## config.mk

```make
export PLATFORM = sky130hd
export DESIGN_NAME = if_prefetch_queue
export DESIGN_NICKNAME = d
export VERILOG_FILES = /design/src/rtl/if_pkg.sv /design/src/rtl/if_fifo.sv /design/src/rtl/if_prefetch_queue_chk.sv /design/src/rtl/if_prefetch_queue.sv
export SDC_FILE = /design/constraint.sdc
export NUM_CORES = 1
export LEC_CHECK = 0
export CAP_MARGIN = 20
export CORE_MARGIN = 5
export CORE_UTILIZATION = 51
export DETAILED_ROUTE_END_ITERATION = 8
export PLACE_DENSITY = 0.8
export SYNTH_ARGS = -nofsm -noshare
export SYNTH_HDL_FRONTEND = slang
export SYNTH_HIERARCHICAL = 1
export SYNTH_SLANG_ARGS = --single-unit
```

## constraint.sdc

```tcl
create_clock -name clk -period 4.15 [get_ports clk]
set_clock_uncertainty 0.15 [all_clocks]
set_input_delay 1.0375 -clock clk [delete_from_list [all_inputs] [get_ports clk]]
set_output_delay 1.0375 -clock clk [all_outputs]
set_load 0.01 [all_outputs]
```

## src/rtl/if_pkg.sv

```systemverilog
// Shared types and constants for the instruction-fetch front end.
package if_pkg;

    localparam int          WORD_W           = 32;
    localparam logic [31:0] PC_STEP          = 32'd4;
    localparam logic [31:0] DEFAULT_RESET_PC = 32'h0000_0000;

    typedef struct packed {
        logic [WORD_W-1:0] pc;
        logic [WORD_W-1:0] instr;
    } q_entry_t;

    function automatic logic [31:0] word_align(input logic [31:0] addr);
        return {addr[31:2], 2'b00};
    endfunction

endpackage

```

## src/rtl/if_fifo.sv

```systemverilog
// Synchronous FIFO with registered storage, synchronous flush and occupancy count.
module if_fifo #(
    parameter int DEPTH = 4,
    parameter int WIDTH = 64
) (
    input  logic                       clk,
    input  logic                       rst,
    input  logic                       flush,
    input  logic                       push,
    input  logic [WIDTH-1:0]           wdata,
    input  logic                       pop,
    output logic [WIDTH-1:0]           rdata,
    output logic                       empty,
    output logic                       full,
    output logic [$clog2(DEPTH+1)-1:0] count
);

    localparam int CW = $clog2(DEPTH + 1);
    localparam int AW = (DEPTH > 1) ? $clog2(DEPTH) : 1;

    logic [WIDTH-1:0] mem_r [DEPTH];
    logic [AW-1:0]    wr_ptr_r;
    logic [AW-1:0]    rd_ptr_r;
    logic [CW-1:0]    cnt_r;
    logic             do_pop_s;
    logic             do_push_s;

    assign empty     = (cnt_r == {CW{1'b0}});
    assign full      = (cnt_r == CW'(DEPTH));
    // A full FIFO still accepts a push when an entry leaves in the same cycle.
    assign do_pop_s  = pop & ~empty;
    assign do_push_s = push & (~full | do_pop_s);
    assign rdata     = mem_r[rd_ptr_r];
    assign count     = cnt_r;

    // Pointer and occupancy state.
    always_ff @(posedge clk) begin
        if (rst || flush) begin
            wr_ptr_r <= {AW{1'b0}};
            rd_ptr_r <= {AW{1'b0}};
            cnt_r    <= {CW{1'b0}};
        end else begin
            if (do_push_s) begin
                wr_ptr_r <= wr_ptr_r + AW'(1);
            end
            if (do_pop_s) begin
                rd_ptr_r <= rd_ptr_r + AW'(1);
            end
            cnt_r <= cnt_r + CW'(do_push_s) - CW'(do_pop_s);
        end
    end

    // Entry storage; contents are meaningless outside the occupied window.
    always_ff @(posedge clk) begin
        if (do_push_s && !flush && !rst) begin
            mem_r[wr_ptr_r] <= wdata;
        end
    end

endmodule

```

## src/rtl/if_prefetch_queue_chk.sv

```systemverilog
// Protocol and credit invariants of the prefetch front end.
module if_prefetch_queue_chk #(
    parameter int QDEPTH = 4
) (
    input  logic                        clk,
    input  logic                        rst,
    input  logic                        accept,
    input  logic                        rsp_valid,
    input  logic                        q_push,
    input  logic                        q_pop,
    input  logic                        q_full,
    input  logic                        pcf_empty,
    input  logic [$clog2(QDEPTH+1)-1:0] pcf_count,
    input  logic [$clog2(QDEPTH+1)-1:0] outstanding,
    input  logic [$clog2(QDEPTH+1)-1:0] drop_cnt
);

    localparam int CW = $clog2(QDEPTH + 1);

    a_q_no_overflow:   assert property (@(posedge clk) disable iff (rst) (q_push && q_full) |-> q_pop);
    a_rsp_has_tag:     assert property (@(posedge clk) disable iff (rst) rsp_valid |-> !pcf_empty);
    a_out_no_overflow: assert property (@(posedge clk) disable iff (rst)
                                        (accept && !rsp_valid) |-> (outstanding < CW'(QDEPTH)));
    a_out_no_underflow: assert property (@(posedge clk) disable iff (rst)
                                         (rsp_valid && !accept) |-> (outstanding != {CW{1'b0}}));
    a_drop_le_out:     assert property (@(posedge clk) disable iff (rst) drop_cnt <= outstanding);
    a_tag_count:       assert property (@(posedge clk) disable iff (rst) pcf_count == outstanding);

endmodule

```

## src/rtl/if_prefetch_queue.sv

```systemverilog
// Instruction-fetch front end: credit-limited in-order requests, prefetch queue toward decode,
// and redirect handling that discards responses still in flight on the old path.
module if_prefetch_queue
    import if_pkg::*;
#(
    parameter logic [31:0] RESET_PC = DEFAULT_RESET_PC,
    parameter int          QDEPTH   = 4
) (
    input  logic        clk,
    input  logic        rst,
    output logic        imem_req_valid,
    input  logic        imem_req_ready,
    output logic [31:0] imem_req_addr,
    input  logic        imem_rsp_valid,
    input  logic [31:0] imem_rsp_data,
    input  logic        redirect_valid,
    input  logic [31:0] redirect_pc,
    output logic        id_valid,
    input  logic        id_ready,
    output logic [31:0] id_instr,
    output logic [31:0] id_pc,
    output logic [31:0] id_pc_plus4
);

    localparam int CW = $clog2(QDEPTH + 1);

    logic [31:0]   fetch_pc_r;
    logic [31:0]   fetch_pc_nxt_s;
    logic [CW-1:0] outstanding_r;
    logic [CW-1:0] outstanding_nxt_s;
    logic [CW-1:0] drop_cnt_r;
    logic [CW-1:0] drop_cnt_nxt_s;
    logic [CW:0]   inflight_s;
    logic          accept_s;
    logic          drop_now_s;
    logic          q_push_s;
    logic          q_pop_s;
    logic          q_empty_s;
    logic          q_full_s;
    logic [CW-1:0] q_count_s;
    q_entry_t      q_wdata_s;
    q_entry_t      q_head_s;
    logic [31:0]   pcf_head_s;
    logic          pcf_empty_s;
    logic          pcf_full_s;
    logic [CW-1:0] pcf_count_s;

    // Queued entries plus in-flight requests never exceed the queue depth, so every response has a slot.
    assign inflight_s     = {1'b0, q_count_s} + {1'b0, outstanding_r};
    assign imem_req_valid = ~rst & ~redirect_valid & (inflight_s < (CW+1)'(QDEPTH));
    assign imem_req_addr  = fetch_pc_r;
    assign accept_s       = imem_req_valid & imem_req_ready;

    assign drop_now_s = imem_rsp_valid & (drop_cnt_r != {CW{1'b0}});
    assign q_push_s   = imem_rsp_valid & ~drop_now_s & ~redirect_valid;
    assign q_pop_s    = id_valid & id_ready;
    assign q_wdata_s  = '{pc: pcf_head_s, instr: imem_rsp_data};

    assign id_valid    = ~q_empty_s;
    assign id_instr    = q_head_s.instr;
    assign id_pc       = q_head_s.pc;
    assign id_pc_plus4 = q_head_s.pc + PC_STEP;

    // In-flight count after this cycle's accept and response.
    always_comb begin
        outstanding_nxt_s = outstanding_r;
        case ({accept_s, imem_rsp_valid})
            2'b10:   outstanding_nxt_s = outstanding_r + CW'(1);
            2'b01:   outstanding_nxt_s = outstanding_r - CW'(1);
            default: outstanding_nxt_s = outstanding_r;
        endcase
    end

    // Next fetch PC and drop count; a redirect marks every remaining in-flight response as stale.
    always_comb begin
        fetch_pc_nxt_s = fetch_pc_r;
        drop_cnt_nxt_s = drop_cnt_r;
        if (redirect_valid) begin
            fetch_pc_nxt_s = word_align(redirect_pc);
            drop_cnt_nxt_s = outstanding_nxt_s;
        end else begin
            if (accept_s) begin
                fetch_pc_nxt_s = fetch_pc_r + PC_STEP;
            end else begin
                fetch_pc_nxt_s = fetch_pc_r;
            end
            if (drop_now_s) begin
                drop_cnt_nxt_s = drop_cnt_r - CW'(1);
            end else begin
                drop_cnt_nxt_s = drop_cnt_r;
            end
        end
    end

    // Fetch PC and counter registers.
    always_ff @(posedge clk) begin
        if (rst) begin
            fetch_pc_r    <= RESET_PC;
            outstanding_r <= {CW{1'b0}};
            drop_cnt_r    <= {CW{1'b0}};
        end else begin
            fetch_pc_r    <= fetch_pc_nxt_s;
            outstanding_r <= outstanding_nxt_s;
            drop_cnt_r    <= drop_cnt_nxt_s;
        end
    end

    if_fifo #(
        .DEPTH (QDEPTH),
        .WIDTH ($bits(q_entry_t))
    ) u_queue (
        .clk   (clk),
        .rst   (rst),
        .flush (redirect_valid),
        .push  (q_push_s),
        .wdata (q_wdata_s),
        .pop   (q_pop_s),
        .rdata (q_head_s),
        .empty (q_empty_s),
        .full  (q_full_s),
        .count (q_count_s)
    );

    // Request-address tags; not flushed on redirect because stale responses still retire their tag.
    if_fifo #(
        .DEPTH (QDEPTH),
        .WIDTH (32)
    ) u_pc_tags (
        .clk   (clk),
        .rst   (rst),
        .flush (1'b0),
        .push  (accept_s),
        .wdata (fetch_pc_r),
        .pop   (imem_rsp_valid),
        .rdata (pcf_head_s),
        .empty (pcf_empty_s),
        .full  (pcf_full_s),
        .count (pcf_count_s)
    );

    if_prefetch_queue_chk #(
        .QDEPTH (QDEPTH)
    ) u_chk (
        .clk         (clk),
        .rst         (rst),
        .accept      (accept_s & ~pcf_full_s | accept_s & imem_rsp_valid),
        .rsp_valid   (imem_rsp_valid),
        .q_push      (q_push_s),
        .q_pop       (q_pop_s),
        .q_full      (q_full_s),
        .pcf_empty   (pcf_empty_s),
        .pcf_count   (pcf_count_s),
        .outstanding (outstanding_r),
        .drop_cnt    (drop_cnt_r)
    );

endmodule

```

After elaboration in Yosys (flattened, before gate mapping):

Memories as Yosys holds them, arrays and structs flattened. A register that Yosys moved wholly into a read port is not among the register bits.
Cells that the tools add are included.

* shifts and indexed selects: 0
* bitwise gates (word level): 20
* add/sub/neg operators: 14
* multiplexer cells: 13
* divide/modulo/power cells: 0
* $lt $le $gt $ge: 1
* multipliers: 0
* eq/ne operators: 4
* reductions and logical operators: 12

Operators by type and width (number)
* 32-bit by 3-bit adder with 32-bit output (second input constant): 2
* 32-bit 2-to-1 mux: 2
* 1-bit AND: 11
* 2-bit by 1-bit adder with 2-bit output (second input constant): 4
* 2-bit 2-to-1 mux: 4
* 1-bit NOT: 7
* 3-bit by 1-bit adder with 3-bit output: 2
* 3-bit == test (second input constant): 2
* 3-bit zero test: 2
* 3-bit 2-to-1 mux: 2
* 3-bit one-hot mux with 2 select lines: 1
* 3-bit by 1-bit subtractor with 3-bit output: 2
* 3-bit by 1-bit subtractor with 3-bit output (second input constant): 2
* 3-bit by 3-bit adder with 4-bit output: 1
* 4-bit by 3-bit < comparator with 1-bit output (second input constant): 1
* 1-bit 2-to-1 mux: 4
* 2-bit nonzero test: 2
* 3-bit by 1-bit adder with 3-bit output (second input constant): 1
* 1-bit logical AND: 3
* 3-bit nonzero test: 1
* 2-bit by 1-bit == test with 1-bit output (second input constant): 1
* 2-bit == test (second input constant): 1
* 1-bit zero test: 2
* 1-bit OR: 2
* 2 further kinds: 2

* bits in latches: 0
* output and inout port bits: 130
* bits in registers: 52
* logic and storage cells: 76
* memory bits (read-only): 0
* memories: 2
* RAM bits: 384

Memories
* u_queue.mem_r: depth 4, width 64, rd ports 1, clocked after memory_dff 1, wr ports 1, RTL line if_fifo.sv:21 `logic [WIDTH-1:0] mem_r [DEPTH];`
* u_pc_tags.mem_r: depth 4, width 32, rd ports 1, clocked after memory_dff 1, wr ports 1, RTL line if_fifo.sv:21

Logic depth before layout (Yosys ltp):

* word-level depth: 10
* depth in mapped cells: 14
* gate-level depth less buffers: 11

Cells and area by module:

Netlist, hierarchy kept.

Modules (own cells, without submodules)
* if_fifo at u_queue: times used 1, cells an instance 381, area an instance 9785.6 um^2
* if_fifo at u_pc_tags: times used 1, cells an instance 214, area an instance 5099.9 um^2
* if_prefetch_queue: times used 1, cells an instance 348, area an instance 2641.3 um^2

Least setup slack after synthesis:

OpenSTA, ideal clock, no wires.

* kind: input -> register
* start: input port redirect_valid
* end: memory u_queue.mem_r[0][0], enable pin
* setup slack: -87 ps
* stages: 6
* path buffers: 2
* setup time: 429 ps
* arrival: 3658 ps
* path through: clkbuf_1 > inv_1 > clkbuf_1 > and3_1 > a21boi_2 > and3_1

* word-level cells in the longest chain between the ends: 7
* elaborated cells on any way between the ends: 8
* those cells by class: 2 x mux; 3 x bitwise; 3 x reduce/logical

RTL lines
* from (decl): RTL line if_prefetch_queue.sv:16 `input logic redirect_valid,`
* 1-bit NOT: RTL line if_prefetch_queue.sv:55 `assign q_push_s = imem_rsp_valid & ~drop_now_s & ~redirect_valid;`
* 1-bit AND: RTL line if_prefetch_queue.sv:55
* via q_push_s: RTL line if_prefetch_queue.sv:36 `logic q_push_s;`
* 1-bit AND: RTL line if_fifo.sv:32 `assign do_push_s = push & (~full | do_pop_s);`
* 1-bit logical AND (2 in a row): RTL line if_fifo.sv:55 `if (do_push_s && !flush && !rst) begin`
* 1-bit 2-to-1 mux: RTL line if_fifo.sv:55
* 1-bit 2-to-1 mux (not written as such): RTL line if_fifo.sv:56 `mem_r[wr_ptr_r] <= wdata;`
* to (decl): RTL line if_fifo.sv:21

The timed path passes the listed nets, and every way through them passes these cells.

==> metrics.csv <==
stage,metric,value,unit
run_status,status,"complete, no violations",
sta,Total Neg Setup Slack,0,ns
drt,mean number of vias per cell,5.65,
clock_tree,number of levels the H-tree was split into,2,
power_and_ir_drop,Clk pwr share,40.5,%
worst_hold_path,Hold Crit Start,u_queue/wr_ptr_r[0]$_SDFFE_PP0P_,
placement,area of placed instances,20400,µm²
drt,average wire length per cell after detail routing,22.0,µm
finish,fillers,2299,
clock_tree,clock buffers created by TritonCTS,43,
clock_tree,TritonCTS clock tree,done,
flow_run,count of maximum capacitance violations,0,
setup_path,maximum fanout along the worst path,7,
global_route,via count of the first global-routing pass,9989,
drt,final wirelength,37500,µm
global_route,GR Overflow Total,0,
power_and_ir_drop,internal power contribution,7.17,mW
finish,area growth from synthesis to final layout,24.9,%
global_route,maximum number of pins on one net before global-route repair,33,
sta,endpoints failing setup,0,
setup_path,cell at the slowest stage of the critical path,mux4_2,
placement,GP Congestion,0.870,
setup_path,kind of start point of the critical path,flop,
clock_tree,cts-stage hold buffer count,0,
placement,placement-stage worst setup slack,-0.0703,ns
finish,Post-Layout Inst Area,21900,µm²
drt,number of detailed-route iterations in the first pass,6,
setup_path,type of element capturing the critical path,output pin,
setup_path,Worst path most repeated cell,buf_6,
drt,number of routed nets with antenna violations,0,
power_and_ir_drop,overall power after layout,8.98,mW
global_route,number of antenna violations at the first check in global routing,0,
power_and_ir_drop,power density of the placed cells,410,nW/µm²
floorplanning,core area,33700,µm²
global_route,GRT Resource Usage Total,19.6,%
drt,total DRC errors in the routed layout,0,
synth,synthesized instance count,942,
power_and_ir_drop,register share of total power,54.7,%
power_and_ir_drop,fraction of power spent switching nets,20.1,%
sta,Tmin final,4.06,ns
setup_path,R2R Path End,drop_cnt_r[2]$_SDFFE_PP0P_,
floorplanning,number of placed I/O pins,200,
floorplanning,die boundary height,195,µm
power_and_ir_drop,Sw Pwr,1.81,mW
sta,setup repair after global routing missed its margin,true,
finish,ratio of cells with drive above 1 in the final layout,20.9,%
floorplanning,initial cell density of the core,52.0,%
drt,drt first-iter violations,594,
setup_path,CP Data Required Time,2.96,ns
clock_tree,sink count of the clock tree,438,
synth,synthesized area per cell,18.6,µm²
setup_path,Critical path destination,id_pc_plus4[30],
setup_path,R2R Setup Slk,1.04,ns
setup_path,Crit path largest cell delay,0.55,ns
finish,fin nets,1318,
sta,worst setup slack after layout,0.0924,ns
finish,most used cells in the layout excluding fill and tap cells,"384 x edfxtp_1, 174 x clkdlybuf4s50_1, 94 x mux4_2",
sta,Highest Clock Rate,246,MHz
worst_hold_path,hold crit path type,reg -> reg,
power_and_ir_drop,combinational share of power,4.8,%
setup_path,data arrival time of the critical path,2.87,ns
setup_path,kind of critical path,reg -> out,
sta,"Slew Viols, Final",0,
power_and_ir_drop,leak pwr,7.20,nW
setup_path,total stage count of the critical path,11,
sta,Final period util,97.8,%
drt,vias post-DR,9643,
clock_tree,CTS Root Cell,clkbuf_16,
clock_tree,Clock Latency Late Sink,0.52,ns
setup_path,"CP delay by family, top",buffers and inverters,
clock_tree,maximum number of buffers from clock root to sink,3,
placement,HPWL after detailed placement,24500,µm
sta,final hold viol count,0,
placement,Port Buffer Count,195,
global_route,first-pass GRT wire length,58800,µm
sta,Final Hold Slack,0.345,ns
sta,Worst Tran Pin Value,0.858,ns
floorplanning,Die Outline Area,38200,µm²
floorplanning,Chip Width,195,µm
synth,synthesized cell area,17500,µm²
power_and_ir_drop,worst vdd rail ir drop,0.307,mV
clock_tree,clock slew seen by the registers of the worst setup and hold paths,0.06,ns
finish,most common library cell in the layout ignoring fill and taps,edfxtp_1,
sta,relative max-transition margin,42.4,%
synth,warnings from Yosys,6,
setup_path,cells along the critical path,buf_6 > buf_6 > mux4_2 > ha_4 > and2_4 > nor3b_4 > buf_6 > buf_12 > nand4_1 > xnor2_1 > buf_2,
setup_path,total buffers and inverters traversed by the critical path,5,
setup_path,R2R depth,12,
setup_path,worst r2r src,u_queue/count[2]$_SDFF_PP0_,
floorplanning,Rows,67,
finish,final antenna diode count,0,
==> metal layers <==
layer  global-route usage [%]  up-vias  part of all wire, %
li1                         -     4354                    -
met1                     27.2     4845                   41
met2                     33.4      384                   51
met3                     2.93       60                  6.3
met4                     4.63        0                  2.1
met5                        0        -                    0
==> registers in the layout, indices dropped and copies added, names as in the netlist, named ones only <==
signal	flops
u_queue/rd_ptr_r	2
imem_req_addr	30
u_queue/count	3
drop_cnt_r	3
u_pc_tags/count	3
u_queue/mem_r	256
u_pc_tags/mem_r	128
outstanding_r	3
u_pc_tags/wr_ptr_r	2
u_queue/wr_ptr_r	2
u_pc_tags/rd_ptr_r	2
==> tightest hold or removal path: stages (launching register included) <==
cell and delay (ns):
dfxtp_1 0.33, nand2_1 0.06, mux2i_1 0.05
==> worst min path at each step <==
stage,to,cells past startpoint,slack [ns]
6_report,u_queue/wr_ptr_r[0]$_SDFFE_PP0P_,2,0.35
5_1_grt,u_queue/wr_ptr_r[0]$_SDFFE_PP0P_,2,0.39
4_1_cts,u_queue/wr_ptr_r[0]$_SDFFE_PP0P_,2,0.35
3_5_place_dp,u_queue/wr_ptr_r[0]$_SDFFE_PP0P_,2,0.34
3_3_place_gp,u_queue/wr_ptr_r[0]$_SDFFE_PP0P_,2,0.33
2_1_floorplan,u_pc_tags/wr_ptr_r[1]$_SDFFE_PP0P_,2,0.32
==> power by group through the flow <==
| stage | sequential [mW] | clock, mW | combinational (mW) |
|---|---|---|---|
| 3_3_place_gp | 5.00 | 0 | 0.418 |
| 4_1_cts | 4.91 | 3.71 | 0.434 |
| 3_5_place_dp | 5.00 | 0 | 0.429 |
| 5_1_grt | 4.92 | 3.89 | 0.474 |
| 6_report | 4.91 | 3.64 | 0.431 |
| 2_1_floorplan | 4.98 | 0 | 0.201 |
==> layout make-up <==
class	instances	area (µm²)	area share, %
inverter	22	82.6	0.377
clock buffer	62	1220	5.58
tap	448	561	2.56
clock inverter	15	111	0.509
timing repair buffer	267	2650	12.1
multi-input combinational	456	4640	21.2
sequential	438	12600	57.7
==> through the flow <==
stage / utilization (%) / std cells
4_1_cts: 64.7 / 1704
2_1_floorplan: - / 956
3_5_place_dp: 60.4 / 1616
3_3_place_gp: 60.4 / 1616
5_1_grt: 64.9 / 1708
6_report: 64.9 / 1708
==> timing repair <==
action / in CTS / in global routing
gates resized for setup: 56 / 16
endpoints found under the hold margin: 0 / 0
setup buffers: 11 / 5
setup endpoints to repair: 25 / 17
pin swaps: 2 / 3
(Power assumes the default switching activity.)
==> RTL change, RTL diff (config.mk and constraints unchanged) <==
`QDEPTH` is set to 4 in 2 places; all go to 8.
--- a/src/rtl/if_prefetch_queue_chk.sv
+++ b/src/rtl/if_prefetch_queue_chk.sv
@@ -1,6 +1,6 @@
 // Protocol and credit invariants of the prefetch front end.
 module if_prefetch_queue_chk #(
-    parameter int QDEPTH = 4
+    parameter int QDEPTH = 8
 ) (
     input  logic                        clk,
     input  logic                        rst,
--- a/src/rtl/if_prefetch_queue.sv
+++ b/src/rtl/if_prefetch_queue.sv
@@ -4,7 +4,7 @@
     import if_pkg::*;
 #(
     parameter logic [31:0] RESET_PC = DEFAULT_RESET_PC,
-    parameter int          QDEPTH   = 4
+    parameter int          QDEPTH   = 8
 ) (
     input  logic        clk,
     input  logic        rst,
Behaviour: no difference found for any inputs over 4 cycles, from zero or initial values and one cycle with rst high; that may be too few to reach the edited logic, so the function may still have changed.
==> RTL change against the unedited design <==
Cell area increased by 86%. Area after synthesis increased by 90%. Cell count increased by 71%. Maximum frequency decreased by 8.7%. Clock power increased by 110%. Wire length increased by 96%. Worst setup slack got worse by 0.39 ns. Power increased by 95%. Critical path type unchanged. Non-clock buffer count increased by 57. The run now ends with setup timing left. Sequential cell count increased by 394. Global-route usage increased by 0.96 points.
==> RTL change: results (changes against the unedited design) <==
| Metric | Value |
|---|---|
| Worst setup endpoint | id_pc_plus4[27] |
| Status | finished with violations |
| Dpl hpwl | 39500 um (+61%) |
| Initial drt markers | 1679 (+180%) |
| Worst setup margin | -0.294 ns (-0.387 ns) |
| Drt first pass iters | 5 (-1) |
| CTS H-tree depth | 3 (+1) |
| Initial antenna violation count | 0 (unchanged) |
| Hold Crit Class | reg2reg |
| R2r startpoint | u_queue/count[3] |
| Worst-path maximum fanout | 7 (unchanged) |
| Clk buf depth | 3 (unchanged) |
| Most used DFF post-synth | edfxtp_1 |
| R2r setup slk | 1.02 ns (-0.02 ns) |
| Number of flip-flops in the largest register | 512 (+100%) |
| Final setup fails | 23 (+23) |
| Root buf cell | clkbuf_16 |
| Biggest register | u_queue/mem_r |
| Fill cell count | 4175 (+82%) |
| Most common library cells after synthesis | edfxtp_1, mux4_2, mux2_2, dfxtp_1, nand2_1 |
| Max-cap violations | 0 (unchanged) |
| Max-slew headroom at the worst pin | 31.6% (-11 points) |
| Reg2reg path depth | 10 (-2) |
| Clk_lat worst skew | 0.62 ns (+0.10 ns) |
| # port buffers | 195 (unchanged) |
| Synth Area in Compound Gates | 1.79% |
| Seq/Total Area, Yosys | between 70% and 80% |
| Routed WL per cell | 25.1 um (+14%) |
| Async set or reset register ratio after synthesis | 0% |
| Synth top area cells | edfxtp_1, mux4_2, dfxtp_1 |
| XOR/XNOR Fraction of Synth Area | 1.08% |
| Multiplexer area fraction after synthesis | 17.1% |
| Peak supply drop | 0.000333 V (+8.6%) |
| Violated checks | setup timing |
| Vias in the first global route | 18200 (+82%) |
| Vias per cell | 5.89 (+4.2%) |
| Leakage | 13.4 nW (+86%) |
| Clk pin slew, worst setup/hold paths | 0.06 ns (about the same) |
| Place WS | -0.432 ns (-0.362 ns) |
| First-pass GRT wire length | 111000 um (+88%) |
| WHS | 0.357 ns (+0.0117 ns) |
| WS Path Type | reg2out |
| Worst endpoint data arrival time | 3.26 ns (+0.39 ns) |
| Nets | 2100 (+59%) |
| Post-Synth Adder-Cell Area | 1.05% |
| Routability cong. | 0.788 (-9.5%) |
| Global-route usage over all layers | 20.6% (+0.96 points) |
| CTS buffer count | 82 (+91%) |
| Share of cells above drive strength 1 | 29.3% (+8.4 points) |
| RR Endpoint | drop_cnt_r[3] |
| Commonest non-fill, non-tap cell in the layout | edfxtp_1 |
| Final number of hold-violating endpoints | 0 (unchanged) |
| Largest net degree at the start of global routing | 65 (+97%) |
| Placed cell area | 37100 um2 (+82%) |
==> RTL change: through the flow <==
stage	utilization, %	instances	setup TNS, ns
after global routing	62.9	2924	-7.19
final	62.9	2924	-3.87
after global placement	57.4	2736	-2.63
after detailed placement	57.4	2736	-3.45
after floorplan	-	1672	-111.62
after CTS	62.2	2907	-7.14
==> RTL change: how the worst min path moves through the flow <==
| stage | startpoint | endpoint | cells past startpoint |
|---|---|---|---|
| after global placement | u_queue/rd_ptr_r[2] | flop | 2 |
| final | u_queue/rd_ptr_r[1] | flop | 2 |
| after global routing | u_queue/rd_ptr_r[2] | flop | 2 |
| after CTS | u_pc_tags/rd_ptr_r[2] | flop | 2 |
| after floorplan | u_pc_tags/rd_ptr_r[2] | flop | 2 |
| after detailed placement | u_pc_tags/rd_ptr_r[2] | flop | 2 |
==> RTL change: area by class of cell <==
cell class / instances / area, um2 / share of cell area (%)
clock buffer: 104 / 2230 / 5.49
clock inverter: 45 / 488 / 1.20
inverter: 35 / 131 / 0.323
multi-input combinational: 729 / 8870 / 21.8
sequential: 832 / 24400 / 60.0
tap: 855 / 1070 / 2.63
timing repair buffer: 324 / 3470 / 8.54
==> RTL change: layer usage <==
metal,vias up,wire (um),GRT usage [%],share of wire [%]
met5,-,0,0,0
met4,0,1910,6.03,2.6
met3,124,4120,3.41,5.6
met2,645,38900,36.3,53
met1,8963,28500,26.7,39
li1,7476,-,-,-
==> RTL change: repair_timing <==
action | in CTS | in global routing
buffers inserted | 17 | 17
resized for setup | 174 | 82
pin swaps | 14 | 21
hold buffers | 0 | 0
endpoints found under the setup margin | 73 | 57
gates cloned | 5 | 4
==> RTL change: power breakdown <==
part           leakage [nW]  switching (mW)  internal, mW
registers              7.48           0.111          9.22
clock network          1.33            3.06          4.43
logic                  4.61           0.361         0.335
total                  13.4            3.53          14.0
==> RTL change: cells by family after synthesis <==
group / after synthesis
AO/OA/AOI/OAI: 95
adder cells (fa/ha/maj): 26
other: 1
AND/OR/NAND/NOR: 243
multiplexers: 301
XOR/XNOR: 41
flip-flops: 832
buffers and inverters: 111
==> RTL change: worst max-delay path: stages (launching register included) <==
cell and delay (ns):
dfxtp_4 0.45, buf_6 0.14, buf_16 0.11, mux4_2 0.49, mux2_2 0.30, nand4_1 0.15
buf_4 0.15, nor3_4 0.04, buf_6 0.13, and4_4 0.20, buf_4 0.15, nand2_4 0.06
xnor2_2 0.11, buf_2 0.16
